--- config.mk ---
export PLATFORM = sky130hd
export DESIGN_NAME = rf_writeback_arbiter
export DESIGN_NICKNAME = d
export VERILOG_FILES = /design/src/rtl/rf_writeback_arbiter.sv
export SDC_FILE = /design/constraint.sdc
export NUM_CORES = 1
export LEC_CHECK = 0
export BUFFER_PORTS_ARGS = -buffer_cell sky130_fd_sc_hd__buf_2
export CAP_MARGIN = 25
export CORE_MARGIN = 3
export CORE_UTILIZATION = 40
export CTS_BUF_LIST = sky130_fd_sc_hd__clkbuf_8
export DETAILED_ROUTE_END_ITERATION = 7
export HOLD_SLACK_MARGIN = 0.02
export SYNTH_ARGS = -nofsm -noshare
export SYNTH_HDL_FRONTEND = slang
export SYNTH_SLANG_ARGS = --single-unit
--- constraint.sdc ---
create_clock -name clk -period 4.6 [get_ports clk]
set_input_delay 0.46 -clock clk [delete_from_list [all_inputs] [get_ports clk]]
set_output_delay 0.46 -clock clk [all_outputs]
set_load 0.01 [all_outputs]
--- src/rtl/rf_writeback_arbiter.sv ---
// Sole register-file write port: core writebacks win unless WAW/starved, else in-order accelerator FIFO drains.
// Latency: core 1 cycle, accelerator >=1 cycle after enqueue; acc_ready drops when the FIFO is full (no pass-through).
module rf_writeback_arbiter #(
  parameter int DEPTH      = 4,
  parameter int STARVE_MAX = 8
) (
  input  logic                         clk,
  input  logic                         reset,
  input  logic                         core_wr_en,
  input  logic [4:0]                   core_rd,
  input  logic [31:0]                  core_data,
  output logic                         core_stall,
  input  logic                         acc_valid,
  output logic                         acc_ready,
  input  logic [4:0]                   acc_rd,
  input  logic [31:0]                  acc_data,
  input  logic [4:0]                   q_rs1,
  input  logic [4:0]                   q_rs2,
  output logic                         hazard,
  output logic                         write_reg,
  output logic [4:0]                   rd,
  output logic [31:0]                  data_in,
  output logic [$clog2(DEPTH+1)-1:0]   fifo_count
);

  localparam int PW = $clog2(DEPTH);
  localparam int CW = $clog2(DEPTH + 1);
  localparam int SW = $clog2(STARVE_MAX + 1);

  logic [4:0]       q_rd   [DEPTH];
  logic [31:0]      q_data [DEPTH];
  logic [PW-1:0]    head;
  logic [PW-1:0]    tail;
  logic [SW-1:0]    starve_cnt;
  logic [DEPTH-1:0] slot_vld;
  logic             core_active;
  logic             core_win;
  logic             waw;
  logic             starved;
  logic             push;
  logic             pop;
  logic             fifo_empty;

  // A slot is live when its distance from head (mod DEPTH) is below the occupancy.
  always_comb begin
    slot_vld = '0;
    waw      = 1'b0;
    hazard   = 1'b0;
    for (int i = 0; i < DEPTH; i++) begin
      slot_vld[i] = CW'(PW'(i) - head) < fifo_count;
      if (slot_vld[i]) begin
        if (q_rd[i] == core_rd) waw = 1'b1;
        if ((q_rs1 != 5'd0 && q_rd[i] == q_rs1) || (q_rs2 != 5'd0 && q_rd[i] == q_rs2))
          hazard = 1'b1;
      end
    end
  end

  assign fifo_empty  = (fifo_count == '0);
  assign acc_ready   = reset && (fifo_count < CW'(DEPTH));
  assign core_active = core_wr_en && (core_rd != 5'd0);
  assign starved     = (starve_cnt == SW'(STARVE_MAX));
  assign core_stall  = core_active && (waw || starved);
  assign core_win    = core_active && !core_stall;
  assign pop         = !core_win && !fifo_empty;
  // Writes to x0 complete the handshake but never occupy a slot.
  assign push        = acc_valid && acc_ready && (acc_rd != 5'd0);

  always_ff @(posedge clk) begin
    if (push) begin
      q_rd[tail]   <= acc_rd;
      q_data[tail] <= acc_data;
    end
  end

  always_ff @(posedge clk or negedge reset) begin
    if (!reset) begin
      head       <= '0;
      tail       <= '0;
      fifo_count <= '0;
      starve_cnt <= '0;
      write_reg  <= 1'b0;
      rd         <= 5'd0;
      data_in    <= 32'd0;
    end else begin
      if (push) tail <= tail + 1'b1;
      if (pop)  head <= head + 1'b1;
      fifo_count <= fifo_count + CW'(push) - CW'(pop);

      if (pop || fifo_empty)
        starve_cnt <= '0;
      else if (core_win && !starved)
        starve_cnt <= starve_cnt + 1'b1;

      write_reg <= core_win || pop;
      if (core_win) begin
        rd      <= core_rd;
        data_in <= core_data;
      end else if (pop) begin
        rd      <= q_rd[head];
        data_in <= q_data[head];
      end
    end
  end

endmodule

==> results.ini <==
[worst_hold_path]
hold_path.class = in -> async

[layout]
area_growth_syn_to_layout_pct = 15.7
largest_register_ff_count = 128
final_design_area_no_fill_um2 = 10300
design.final.nets = 819
sequential_cell_area_um2 = 5670
reg_top3 = q_data (128), data_in (32), q_rd (20)
final_cells = 1003
largest-register = q_data
post-route-util_pct = 48.0
fillCellCount = 1863
layout-drive-gt1-share_pct = 35.3
multi_input_comb_area_um2 = 3010

[worst_setup_path]
crit_path_cell_trace = inv_1 -> ha_1 -> inv_1 -> ha_1 -> a21o_1 -> a31o_1 -> or4_4 -> nand4_4 -> o21ai_0 -> inv_1 -> ha_1 -> inv_1 -> ha_1 -> fa_1 -> xnor2_1
worst-path-buf-inv = 4
cpLargestDelayFamily = adder cells
total_number_of_cells_along_the_worst_setup_path = 15
critical_path_peak_fanout = 18
r2r.worst_path.cells = 15
reg2reg_slack_ns = 0.80
critPathArrivalTime_ns = 4.13
crit_path_start = head[0]$_DFFE_PN0P_
crit_required_ns = 4.94
crit_path_start_kind = flop
worstSetupEndpointType = flop
worst_r2r_startpoint = head[0]$_DFFE_PN0P_
kind_of_critical_path = reg -> reg
cpPeakStageDelay_ns = 0.71
critPathSlowestCell = sky130_fd_sc_hd__dfrtp_2

[job]
cap_violations = 0

[synth]
syn_inst = 588
synthesis.nets = 694
edff_count_synth = 148
synthesis.area_per_instance_um2 = 15.1
synth_top_cells_by_area = sky130_fd_sc_hd__edfxtp_1 (50%), sky130_fd_sc_hd__dfrtp_1 (14%), sky130_fd_sc_hd__mux4_2 (9.4%)
synth_seq_area_share_pct = 63.8
syn_area_um2 = 8880
warning_count_from_the_yosys_run = 0
yosysUniqueCellTypes = 40
ys_seq_elements = 197
synth_largest_type_area_fraction_pct = 50.0
synth_top_flop_cell = sky130_fd_sc_hd__edfxtp_1
synth-async-reset-ratio_pct = 24.9
synth_area_leader_cell = sky130_fd_sc_hd__edfxtp_1

[timing]
final_setup_violation_count = 0
max_clock_freq_mhz = 263
hold_violations = 0
transition_time_of_the_tightest_slew_check_pin_ns = 0.901
totalNegativeSetupSlack_ns = 0
slew_headroom_pct = 39.8
layout_worst_path_cycle_share_pct = 82.5
rsz0062_at_grt = false
min_period_ns = 3.80
final.setup_skew_ns = 0.0149
timing.final.max_slew_violations = 0

[clock_tree]
clk_transition_reported_paths_ns = 0.10
h_tree_levels = 4
post_cts_hold_buffer_count = 0
postCtsResizedCells = 0
postCtsSetupRepairBufs = 0
cts-buffers-inserted = 17
cts_tree = built
clkLatencyLatePin_ns = 0.45
cts.sink_count = 197
ctsRootBufferMaster = sky130_fd_sc_hd__clkbuf_8
clk_path_buf_depth = 2

[power]
netSwitchingFraction_pct = 32.5
max_vdd_drop_mv = 0.243
power_density_nw_per_um2 = 542
seqPwrFrac_pct = 43.6
netSwitchingPower_w = 0.00181
power_w = 0.00557
power.leakage_nw = 4.02
portion_of_total_power_attributed_to_combinational_logic_pct = 36.4
clockPowerShare_pct = 20.1
intPower_w = 0.00376

[place]
dp.final_hpwl_um = 12900
place.detailed.instances = 966
place_area_um2 = 9810
number_of_i_o_port_buffers = 131
gpl.final_weighted_congestion = 0.867

[global_routing]
grt-ovfl-total = 0
grt_start_max_net_pins = 50
gr-usage-all-layers_pct = 16.4
grt_first_pass_wirelength_um = 30500
antenna_violations_before_repair = 5
grt_pass1_vias = 5615

[drt]
vias_per_cell = 5.10
route.vias.total = 5114
post_drt_wl_per_cell_um = 19.0
drt.antenna.violating_nets = 0
detailedRoute.firstPassIterationCount = 4
drc = 0
drt_iter0_markers = 292
aggregate_routed_wire_length_um = 19100

[floorplan]
placement_rows = 53
placeableCoreArea_um2 = 21400
initial_utilization_pct = 41.5
die_y_um = 155
boundaryPins = 132
die-width_um = 155
die-area_um2 = 24000

[run_status]
run_status = completed

synthesized netlist by cell type (2+ instances only):
master and count:
sky130_fd_sc_hd__a21o_1 2, sky130_fd_sc_hd__a31oi_1 2, sky130_fd_sc_hd__and2_1 4, sky130_fd_sc_hd__buf_1 3, sky130_fd_sc_hd__buf_2 4, sky130_fd_sc_hd__buf_6 3, sky130_fd_sc_hd__clkbuf_1 25, sky130_fd_sc_hd__dfrtp_1 49
sky130_fd_sc_hd__edfxtp_1 148, sky130_fd_sc_hd__ha_1 17, sky130_fd_sc_hd__inv_1 14, sky130_fd_sc_hd__mux2_2 18, sky130_fd_sc_hd__mux2_4 19, sky130_fd_sc_hd__mux4_2 37, sky130_fd_sc_hd__nand2_1 115, sky130_fd_sc_hd__nand3_1 10
sky130_fd_sc_hd__nand4_1 3, sky130_fd_sc_hd__nor2_1 5, sky130_fd_sc_hd__nor2b_1 3, sky130_fd_sc_hd__nor3_1 5, sky130_fd_sc_hd__nor4_1 11, sky130_fd_sc_hd__o21ai_0 7, sky130_fd_sc_hd__or4_1 3, sky130_fd_sc_hd__xnor2_1 35
sky130_fd_sc_hd__xor2_1 31
worst register-to-register path, cell delays in order, from the launching register on:
cell and delay [ns]:
sky130_fd_sc_hd__dfrtp_2 0.71, sky130_fd_sc_hd__inv_1 0.10, sky130_fd_sc_hd__ha_1 0.32, sky130_fd_sc_hd__inv_1 0.06, sky130_fd_sc_hd__ha_1 0.18, sky130_fd_sc_hd__a21o_1 0.19
sky130_fd_sc_hd__a31o_1 0.22, sky130_fd_sc_hd__or4_4 0.55, sky130_fd_sc_hd__nand4_4 0.17, sky130_fd_sc_hd__o21ai_0 0.21, sky130_fd_sc_hd__inv_1 0.11, sky130_fd_sc_hd__ha_1 0.12
sky130_fd_sc_hd__inv_1 0.04, sky130_fd_sc_hd__ha_1 0.18, sky130_fd_sc_hd__fa_1 0.39, sky130_fd_sc_hd__xnor2_1 0.14
worst paths after layout:
check / end
max in group asynchronous: head[1]$_DFFE_PN0P_
min reg2reg: starve_cnt[0]$_DFFE_PN0P_
max reg2reg: fifo_count[2]$_DFF_PN0_
min in group clk: q_data[3][30]$_DFFE_PP_
max: fifo_count[2]$_DFF_PN0_
min: rd[0]$_DFFE_PN0P_
final cells by class:
| type | count | share of cell area (%) |
|---|---|---|
| tap | 275 | 3.35 |
| clock buffer | 18 | 2.41 |
| sequential | 197 | 55.2 |
| inverter | 14 | 0.511 |
| antenna | 2 | 0.0487 |
| timing repair buffer | 142 | 7.67 |
| clock inverter | 14 | 1.53 |
| multi-input combinational | 341 | 29.3 |
metal layers:
| layer | track usage (%) | part of all wire [%] | vias up | wire, µm |
|---|---|---|---|---|
| li1 | - | - | 2379 | - |
| met1 | 21.6 | 43 | 2559 | 8120 |
| met2 | 26.9 | 50 | 143 | 9470 |
| met3 | 4.42 | 5.7 | 27 | 1080 |
| met4 | 5.17 | 1.8 | 6 | 350 |
| met5 | 0 | 0.15 | - | 28 |
stage by stage:
stage / setup slack, ns / hold WS, ns
detailed placement: 0.813 / 0.489
floorplan: 0.698 / 0.164
global route: 0.538 / 0.176
CTS: 0.771 / 0.171
global placement: 0.904 / 0.486
finish: 0.805 / 0.183
power groups by stage:
| stage | Combinational, W | Sequential (W) | Clock (W) |
|---|---|---|---|
| after floorplan | 0.00137 | 0.00249 | 0 |
| after global placement | 0.00199 | 0.00246 | 0 |
| after detailed placement | 0.00205 | 0.00248 | 0 |
| after CTS | 0.00206 | 0.00244 | 0.00116 |
| after global routing | 0.00226 | 0.00247 | 0.00124 |
| final | 0.00203 | 0.00243 | 0.00112 |
placed cells by master (no fill, tap or decap), drive strengths merged, types with 2 or more instances in the layout:
| cell | n |
|---|---|
| bufinv | 3 |
| and2 | 4 |
| buf | 142 |
| nand4 | 4 |
| clkbuf | 18 |
| clkinv | 4 |
| o21ai | 8 |
| diode | 2 |
| clkinvlp | 4 |
| or4 | 4 |
| xnor2 | 35 |
| inv | 17 |
| a21o | 2 |
| edfxtp | 148 |
| nand2 | 115 |
| nor3 | 5 |
| nor2b | 3 |
| mux4 | 37 |
| nor4 | 11 |
| xor2 | 31 |
| a31oi | 2 |
| mux2 | 37 |
| nand3 | 10 |
| dfrtp | 49 |
| ha | 17 |
| nor2 | 6 |
logic make-up (layout without fill, tap and decap cells):
family	count (synthesis)	in the layout	share of synthesized area, %
buffers and inverters	50	188	2.44
adder cells (fa/ha/maj)	18	18	2.62
flip-flops	197	197	63.8
AND/OR/NAND/NOR	165	165	8.38
XOR/XNOR	66	66	6.51
other	0	2	0
AO/OA/AOI/OAI	17	17	1.23
multiplexers	75	75	15.0
Note: power is estimated with default switching activity, not from simulation.
